==> src/rtl/logic_unit_arbiter.sv <==
// Shares one W-bit bitwise logic unit (AND/OR/XOR/ANDN) between NREQ requesters.
// Round-robin by default; define LOGIC_ARB_FIXED_PRIO_EN for lowest-index-wins priority.
module logic_unit_arbiter #(
  parameter int NREQ = 2,
  parameter int W    = 32,
  parameter int IDW  = 3
) (
  input  logic              clk,
  input  logic              rst_n,
  input  logic [NREQ-1:0]   req,
  input  logic [2*NREQ-1:0] op,
  input  logic [W*NREQ-1:0] lhs,
  input  logic [W*NREQ-1:0] rhs,
  output logic [NREQ-1:0]   gnt,
  output logic              rsp_valid,
  output logic [IDW-1:0]    rsp_id,
  output logic [W-1:0]      rsp_data,
  output logic              busy
);

  typedef enum logic [1:0] {
    IDLE = 2'd0,
    EXEC = 2'd1,
    RESP = 2'd2
  } state_t;

  state_t          state;
  state_t          state_nxt;

  logic [NREQ-1:0] arb_gnt;
  logic [IDW-1:0]  arb_win;
  logic            arb_found;
  logic            grant_ok;
  logic            take;

  logic [1:0]      sel_op;
  logic [W-1:0]    sel_lhs;
  logic [W-1:0]    sel_rhs;

  logic [1:0]      op_q;
  logic [W-1:0]    lhs_q;
  logic [W-1:0]    rhs_q;
  logic [IDW-1:0]  win_q;
  logic [W-1:0]    result;

  // Grants are only offered while the unit is free; reset masks them entirely.
  assign grant_ok = rst_n && (state != EXEC);
  assign take     = grant_ok && arb_found;

`ifdef LOGIC_ARB_FIXED_PRIO_EN
  always_comb begin
    arb_gnt   = '0;
    arb_win   = '0;
    arb_found = 1'b0;
    for (int i = 0; i < NREQ; i++) begin
      if (!arb_found && req[i]) begin
        arb_found  = 1'b1;
        arb_gnt[i] = 1'b1;
        arb_win    = IDW'(i);
      end
    end
  end
`else
  logic [IDW-1:0] rr_ptr;

  // Search starts one past the last winner, wrapping modulo NREQ.
  always_comb begin
    arb_gnt   = '0;
    arb_win   = '0;
    arb_found = 1'b0;
    for (int k = 1; k <= NREQ; k++) begin
      for (int i = 0; i < NREQ; i++) begin
        if (!arb_found && req[i] && (i == ((int'(rr_ptr) + k) % NREQ))) begin
          arb_found  = 1'b1;
          arb_gnt[i] = 1'b1;
          arb_win    = IDW'(i);
        end
      end
    end
  end

  always_ff @(posedge clk) begin
    if (!rst_n) begin
      rr_ptr <= IDW'(NREQ - 1);
    end else if (take) begin
      rr_ptr <= arb_win;
    end
  end
`endif

  always_comb begin
    sel_op  = '0;
    sel_lhs = '0;
    sel_rhs = '0;
    for (int i = 0; i < NREQ; i++) begin
      if (arb_gnt[i]) begin
        sel_op  = op[2*i +: 2];
        sel_lhs = lhs[W*i +: W];
        sel_rhs = rhs[W*i +: W];
      end
    end
  end

  always_comb begin
    case (op_q)
      2'b00:   result = lhs_q & rhs_q;
      2'b01:   result = lhs_q | rhs_q;
      2'b10:   result = lhs_q ^ rhs_q;
      default: result = lhs_q & ~rhs_q;
    endcase
  end

  always_ff @(posedge clk) begin
    if (!rst_n) begin
      state <= IDLE;
    end else begin
      state <= state_nxt;
    end
  end

  always_comb begin
    state_nxt = state;
    gnt       = '0;
    rsp_valid = 1'b0;
    busy      = 1'b0;
    case (state)
      IDLE: begin
        if (grant_ok) gnt = arb_gnt;
        state_nxt = arb_found ? EXEC : IDLE;
      end
      EXEC: begin
        busy      = 1'b1;
        state_nxt = RESP;
      end
      RESP: begin
        rsp_valid = 1'b1;
        if (grant_ok) gnt = arb_gnt;
        state_nxt = arb_found ? EXEC : IDLE;
      end
      default: state_nxt = IDLE;
    endcase
  end

  // Operands are captured at the grant edge so requesters may move on immediately.
  always_ff @(posedge clk) begin
    if (!rst_n) begin
      op_q     <= '0;
      lhs_q    <= '0;
      rhs_q    <= '0;
      win_q    <= '0;
      rsp_id   <= '0;
      rsp_data <= '0;
    end else begin
      if (take) begin
        op_q  <= sel_op;
        lhs_q <= sel_lhs;
        rhs_q <= sel_rhs;
        win_q <= arb_win;
      end
      if (state == EXEC) begin
        rsp_data <= result;
        rsp_id   <= win_q;
      end
    end
  end

endmodule
==> config.mk <==
export PLATFORM = sky130hd
export DESIGN_NAME = logic_unit_arbiter
export DESIGN_NICKNAME = d
export VERILOG_FILES = /design/src/rtl/logic_unit_arbiter.sv
export SDC_FILE = /design/constraint.sdc
export NUM_CORES = 1
export LEC_CHECK = 0
export BUFFER_PORTS_ARGS = -buffer_cell sky130_fd_sc_hd__buf_2
export CAP_MARGIN = 10
export CELL_PAD_IN_SITES_DETAIL_PLACEMENT = 1
export CELL_PAD_IN_SITES_GLOBAL_PLACEMENT = 1
export CORE_UTILIZATION = 43
export DETAILED_ROUTE_END_ITERATION = 10
export PLACE_DENSITY_LB_ADDON = 0.1
export SLEW_MARGIN = 20
export SYNTH_ARGS = -nofsm -noshare
export SYNTH_HDL_FRONTEND = slang
export SYNTH_SLANG_ARGS = --single-unit
==> constraint.sdc <==
create_clock -name clk -period 4.6 [get_ports clk]
set_input_delay 0.46 -clock clk [delete_from_list [all_inputs] [get_ports clk]]
set_output_delay 0.46 -clock clk [all_outputs]
set_load 0.05 [all_outputs]
==> results of run 1 <==
-- logic make-up (layout without fill, tap and decap cells) --
family                   Yosys count  after routing
AO/OA/AOI/OAI                    234            234
XOR/XNOR                          32             32
adder cells (fa/ha/maj)           35             35
buffers and inverters            220            335
flip-flops                       103            103
other                              1              3
AND/OR/NAND/NOR                  144            144
-- final cells by class --
| class | instances | share of cell area (%) |
|---|---|---|
| Antenna cell | 1 | 0.0322 |
| Timing Repair Buffer | 184 | 12.4 |
| Clock buffer | 13 | 3.35 |
| Clock inverter | 3 | 0.225 |
| Multi-Input combinational cell | 447 | 47.9 |
| Inverter | 135 | 6.52 |
| Tap cell | 188 | 3.02 |
| Sequential cell | 103 | 26.5 |
-- metrics by stage --
stage | cell area, sq um | hold WS, ns | std cells | setup slack [ns] | power (mW)
after floorplan | 6680 | 0.427 | 770 | 2.57 | 1.46
after global placement | 7480 | 0.442 | 1056 | 2.07 | 1.61
after detailed placement | 7480 | 0.452 | 1056 | 1.94 | 1.64
after CTS | 7750 | 0.342 | 1072 | 1.92 | 2.39
after global routing | 7780 | 0.358 | 1074 | 1.75 | 2.50
final | 7780 | 0.344 | 1074 | 1.89 | 2.38
-- path summary, 6_finish.rpt --
kind	startpoint	to	slack [ns]	cells past startpoint
max reg2reg	state[0]	lhs_q[21]	1.99	5
min reg2reg	rsp_data[0]	rsp_data[0]	0.47	1
max	state[0]	busy	1.89	3
min	rhs[55]	rhs_q[23]	0.34	3
-- power by group --
| group | switching [mW] | internal, mW | total (mW) | leakage, nW |
|---|---|---|---|---|
| Clock | 0.355 | 0.396 | 0.752 | 0.136 |
| Sequential | 0.0537 | 0.952 | 1.01 | 0.842 |
| Combinational | 0.401 | 0.225 | 0.626 | 2.11 |
| Total | 0.810 | 1.57 | 2.38 | 3.09 |
-- worst max-delay path: stages, from the launching register on --
cell and delay (ns):
dfxtp_1 0.42, nand2b_2 0.48, inv_2 0.62, buf_2 0.36
-- registers in the layout, summed over array words and instances, names as in the netlist --
signal / flops
op_q: 2
rr_ptr: 1
rsp_data: 32
rhs_q: 32
win_q: 1
lhs_q: 32
rsp_id: 1
state: 2
-- cell usage after synthesis, types with 2 or more instances --
| master | number | area, sq um |
|---|---|---|
| inv_1 | 134 | 503 |
| a21oi_1 | 32 | 160 |
| dfxtp_1 | 103 | 2060 |
| o311ai_2 | 40 | 651 |
| clkbuf_1 | 36 | 135 |
| a21boi_1 | 2 | 15.0 |
| buf_1 | 2 | 7.51 |
| nand4_1 | 66 | 413 |
| buf_4 | 8 | 60.1 |
| nor2_1 | 2 | 7.51 |
| buf_2 | 36 | 180 |
| xnor2_1 | 32 | 280 |
| nand2b_1 | 34 | 213 |
| o21ai_0 | 2 | 10.0 |
| nand2_1 | 35 | 131 |
| a31o_1 | 5 | 43.8 |
| buf_6 | 3 | 33.8 |
| o211ai_1 | 67 | 503 |
| o311ai_1 | 26 | 228 |
| a31o_2 | 27 | 236 |
| o2bb2ai_1 | 32 | 280 |
| ha_1 | 35 | 438 |
-- per-layer routing --
| layer | global-route usage, % | wire (um) | vias up |
|---|---|---|---|
| li1 | - | - | 2993 |
| met1 | 35.4 | 9840 | 3211 |
| met2 | 48.7 | 10700 | 164 |
| met3 | 2.99 | 744 | 24 |
| met4 | 9.50 | 370 | 0 |
| met5 | 0 | 0 | - |
==> impl_metrics.csv, run 1 <==
group,metric,value,unit
grt,grt_overflow,0,
sta,fin_skew,0.00794,ns
clocking,clk_pin_slew,0.07,ns
setup_path,cp_max_fo,33,
logic_synthesis,ys_seq_area_share,30.9,%
grt,grt_antenna_before_repair,1,
placement,port_buffers,172,
sta,setup_viol,0,
floorplanning,die_x,127,um
final_layout,final_cell_mix,"buf_2 (171), inv_1 (134), dfxtp_1 (103)",
setup_path,crit_type,"flip-flop to output pin",
sta,min_period_over_period,58.9,%
clocking,clock-root-buffer,"clkbuf_16",
logic_synthesis,synth_top_family_by_area,"compound AO/OA/AOI/OAI gates",
logic_synthesis,async_flop_share,0,%
grt,grt_pass1_vias,6744,
floorplanning,die-height,127,um
clocking,cts_tree,"yes",
route,ant_nets,0,
power_and_ir_drop,power_leakage,3.09,nW
route,vias_per_cell,5.95,
clocking,postCtsHoldBufs,0,
sta,fmax,369,MHz
logic_synthesis,yosys_warnings,0,
final_layout,nets,1051,
final_layout,final_common_cell,"buf_2",
final_layout,multi_input_area,3730,sq um
logic_synthesis,synthMuxAreaShare,0,%
floorplanning,initial_core_util,43.9,%
clocking,cts_sinks,103,
clocking,clk_latency,0.35,ns
placement,gp_congestion,0.760,
sta,tightest_slew,0.851,ns
logic_synthesis,synth-seq-cells,103,
sta,maxSlewViolCount,0,
floorplanning,dieArea,16000,sq um
sta,rsz0062_at_grt,"false",
grt,track_usage,27.8,%
route,drcViolationCount,0,
route,routed_wl,21700,um
sta,finalCriticalPeriod,2.71,ns
logic_synthesis,synthAdderAreaFrac,6.56,%
logic_synthesis,synth_xor_xnor_area_share,4.20,%
setup_path,required,4.14,ns
route,wl_per_cell,20.2,um
logic_synthesis,synthCells,769,
final_layout,synthToLayoutAreaGrowth,16.5,%
logic_synthesis,synth-edff-count,0,
clocking,post-cts-setup-buffer-count,0,
final_layout,seqCellArea,2060,sq um
route,firstDrtPassIters,4,
logic_synthesis,syn-mean-instance-area,8.68,sq um
logic_synthesis,synthSimpleGateAreaFrac,12.4,%
route,drtIter0Drc,319,
logic_synthesis,synth-main-ff-cell,"dfxtp_1",
sta,relSlewSlack,43.3,%
run_status,status,"complete, no violations",
floorplanning,row_count,45,
final_layout,fill_cells,1844,
power_and_ir_drop,p_per_area,307,nW/um^2
clocking,htree_levels,3,
grt,grt_max_degree,68,
clocking,numCtsBuffers,9,
clocking,clock_path_buffers,2,
logic_synthesis,synth_compound_area_share,32.0,%
logic_synthesis,synth_cell_types,32,
flow_run,cap_violations,0,
route,via_count,6392,
power_and_ir_drop,peakVddDrop,0.202,mV
sta,setup_tns,0,ns
clocking,cts_resized,0,
setup_path,endpoint_kind,"output pin",
sta,hold_violations,0,
final_layout,final_layout_size_suffix_gt1_share,31.0,%
min_path,hp-class,"primary input to flip-flop",
setup_path,cp.arrival,2.25,ns
floorplanning,ios,175,
setup_path,cp-start-kind,"flip-flop",
grt,grt_pass1_wl,35100,um
floorplanning,fp.coreArea,15200,sq um
placement,hpwl,14000,um
final_layout,final_util,51.2,%
logic_synthesis,syn_area,6680,sq um
Power figures use the tool's default switching activity.
==> run 2, diff against run 1 <==
- CORE_UTILIZATION: 43 -> 40
- clock period: 4.6 -> 2.7 ns (I/O delays scaled with it)
==> run 2 against run 1 <==
Effect of this change:
- combinational power increased by 73%
- power increased by 73%
- flip-flop and latch count unchanged
- sequential share of layout area decreased by 0.44 points
- critical endpoint is now gnt[0]
- highest routed layer unchanged
==> impl_metrics.csv, run 2 (synthesis results as in run 1) <==
group,metric,value,unit
final_layout,synthToLayoutAreaGrowth,18.4,%
floorplanning,die-height,131,um
power_and_ir_drop,finalPower,4.12,mW
setup_path,rrSetupSlack,0.44,ns
min_path,hold_end,"lhs_q[0]",
sta,setup_tns,0,ns
route,vias_per_cell,5.79,
placement,gp_congestion,0.765,
placement,dpl.cell_count,1088,
final_layout,multi_input_area,3730,sq um
clocking,cts_sinks,103,
flow_run,cap_violations,0,
grt,grt_overflow,0,
grt,track_usage,25.7,%
setup_path,r2r_end,"rsp_data[1]",
floorplanning,die_x,131,um
route,drtIter0Drc,304,
setup_path,rr_worst_depth,4,
clocking,cts_resized,0,
setup_path,cp_max_fo,28,
setup_path,slowest_delay,0.41,ns
clocking,clk_latency,0.36,ns
clocking,numCtsBuffers,9,
sta,tightest_slew,0.806,ns
setup_path,worstPathBufferInverterCount,1,
clocking,clk_pin_slew,0.07,ns
setup_path,cp-start-kind,"flip-flop",
grt,grt_pass1_vias,6969,
floorplanning,dieArea,17200,sq um
setup_path,crit_type,"flip-flop to output pin",
floorplanning,ios,175,
sta,finalCriticalPeriod,2.27,ns
setup_path,cp.arrival,2.00,ns
sta,setup_viol,0,
sta,fin_ws,0.427,ns
clocking,clock-root-buffer,"clkbuf_16",
floorplanning,initial_core_util,41.4,%
grt,grt_antenna_before_repair,0,
route,via_count,6390,
clocking,postCtsHoldBufs,0,
min_path,min_from,"lhs[32]",
placement,port_buffers,172,
final_layout,final_layout_size_suffix_gt1_share,31.4,%
final_layout,fill_cells,1965,
sta,rsz0062_at_grt,"false",
final_layout,final_common_cell,"buf_2",
sta,fmax,440,MHz
floorplanning,fp.coreArea,16100,sq um
route,ant_nets,0,
route,drcViolationCount,0,
min_path,hp-class,"primary input to flip-flop",
setup_path,cp_cell_sequence,"nand2b_1, nand3_4, nor2_1, buf_2",
grt,grt_pass1_wl,35800,um
final_layout,n_antenna_cell,0,
setup_path,critPathTopFamily,"simple AND/OR/NAND/NOR gates",
clocking,htree_levels,3,
power_and_ir_drop,p_per_area,521,nW/um^2
min_path,hold_depth,3,
setup_path,endpoint_kind,"output pin",
route,wl_per_cell,19.6,um
floorplanning,row_count,46,
clocking,clock_path_buffers,2,
placement,hpwl,14800,um
sta,fin_skew,0.00936,ns
final_layout,final_cell_mix,"buf_2 (171), inv_1 (134), dfxtp_1 (103)",
sta,relSlewSlack,46.3,%
run_status,status,"complete, no violations",
power_and_ir_drop,peakVddDrop,0.340,mV
final_layout,seqCellArea,2060,sq um
final_layout,top_regs,"lhs_q x32, rhs_q x32, rsp_data x32",
grt,grt_max_degree,105,
sta,hold_violations,0,
clocking,post-cts-setup-buffer-count,0,
sta,min_period_over_period,84.2,%
final_layout,stdcell_count,1104,
setup_path,reg2reg_from,"state[0]",
clocking,cts_tree,"yes",
placement,pre_cts_ws,0.465,ns
setup_path,cpMaxStageDelayCell,"nand3_4",
setup_path,required,2.43,ns
setup_path,cp.depth,4,
final_layout,nets,1054,
route,firstDrtPassIters,4,
sta,maxSlewViolCount,0,
power_and_ir_drop,power_leakage,3.13,nW
route,routed_wl,21600,um
==> run 2: changes by cell type in the layout (fill, tap and decap cells not counted), sizes merged <==
cell	change
diode	-1
clkinv	-1
buf	+3
clkbuf	+1
==> run 2: power by group <==
part	switching (mW)	internal, mW
Combinational	0.676	0.403
Sequential	0.0942	1.62
Clock	0.594	0.727
Total	1.36	2.75
==> run 2: area by class of cell <==
class	count	area share, %
clock inverters	2	0.158
inverters	135	6.41
repair buffers	187	13.1
flip-flops and latches	103	26.1
multi-input cells	447	47.2
clock buffers	14	3.59
well taps	216	3.42
==> run 2: layer usage <==
metal | track usage, % | part of all wire (%) | vias to the layer above
met1 | 32.1 | 44 | 3169
met3 | 3.59 | 4.6 | 25
met5 | 0 | 0 | -
met2 | 45.2 | 50 | 180
li1 | - | - | 3016
met4 | 8.37 | 1.9 | 0
==> run 2: worst max path at each step <==
stage | startpoint | to
after floorplan | rr_ptr[0] | gnt[0]
after global placement | state[1] | rsp_data[18]
after detailed placement | state[0] | rsp_data[1]
after CTS | rr_ptr[0] | gnt[0]
after global routing | state[0] | rsp_data[29]
final | rr_ptr[0] | gnt[0]
==> run 2: through the flow <==
| step | area (sq um) | util, % | hold slack, ns |
|---|---|---|---|
| 5_1_grt | 7910 | 49.1 | 0.170 |
| 3_3_place_gp | 7610 | 47.2 | 0.446 |
| 2_1_floorplan | 6680 | - | 0.425 |
| 4_1_cts | 7910 | 49.1 | 0.153 |
| 6_report | 7910 | 49.1 | 0.157 |
| 3_5_place_dp | 7610 | 47.2 | 0.447 |
==> run 2: worst reg2reg max path, delay by kind of cell (launching register included) <==
kind,cells,cell delay (ns)
buf+inv,1,0.51
simple gates,2,1.10
compound gates,1,0.20
flops,1,0.38
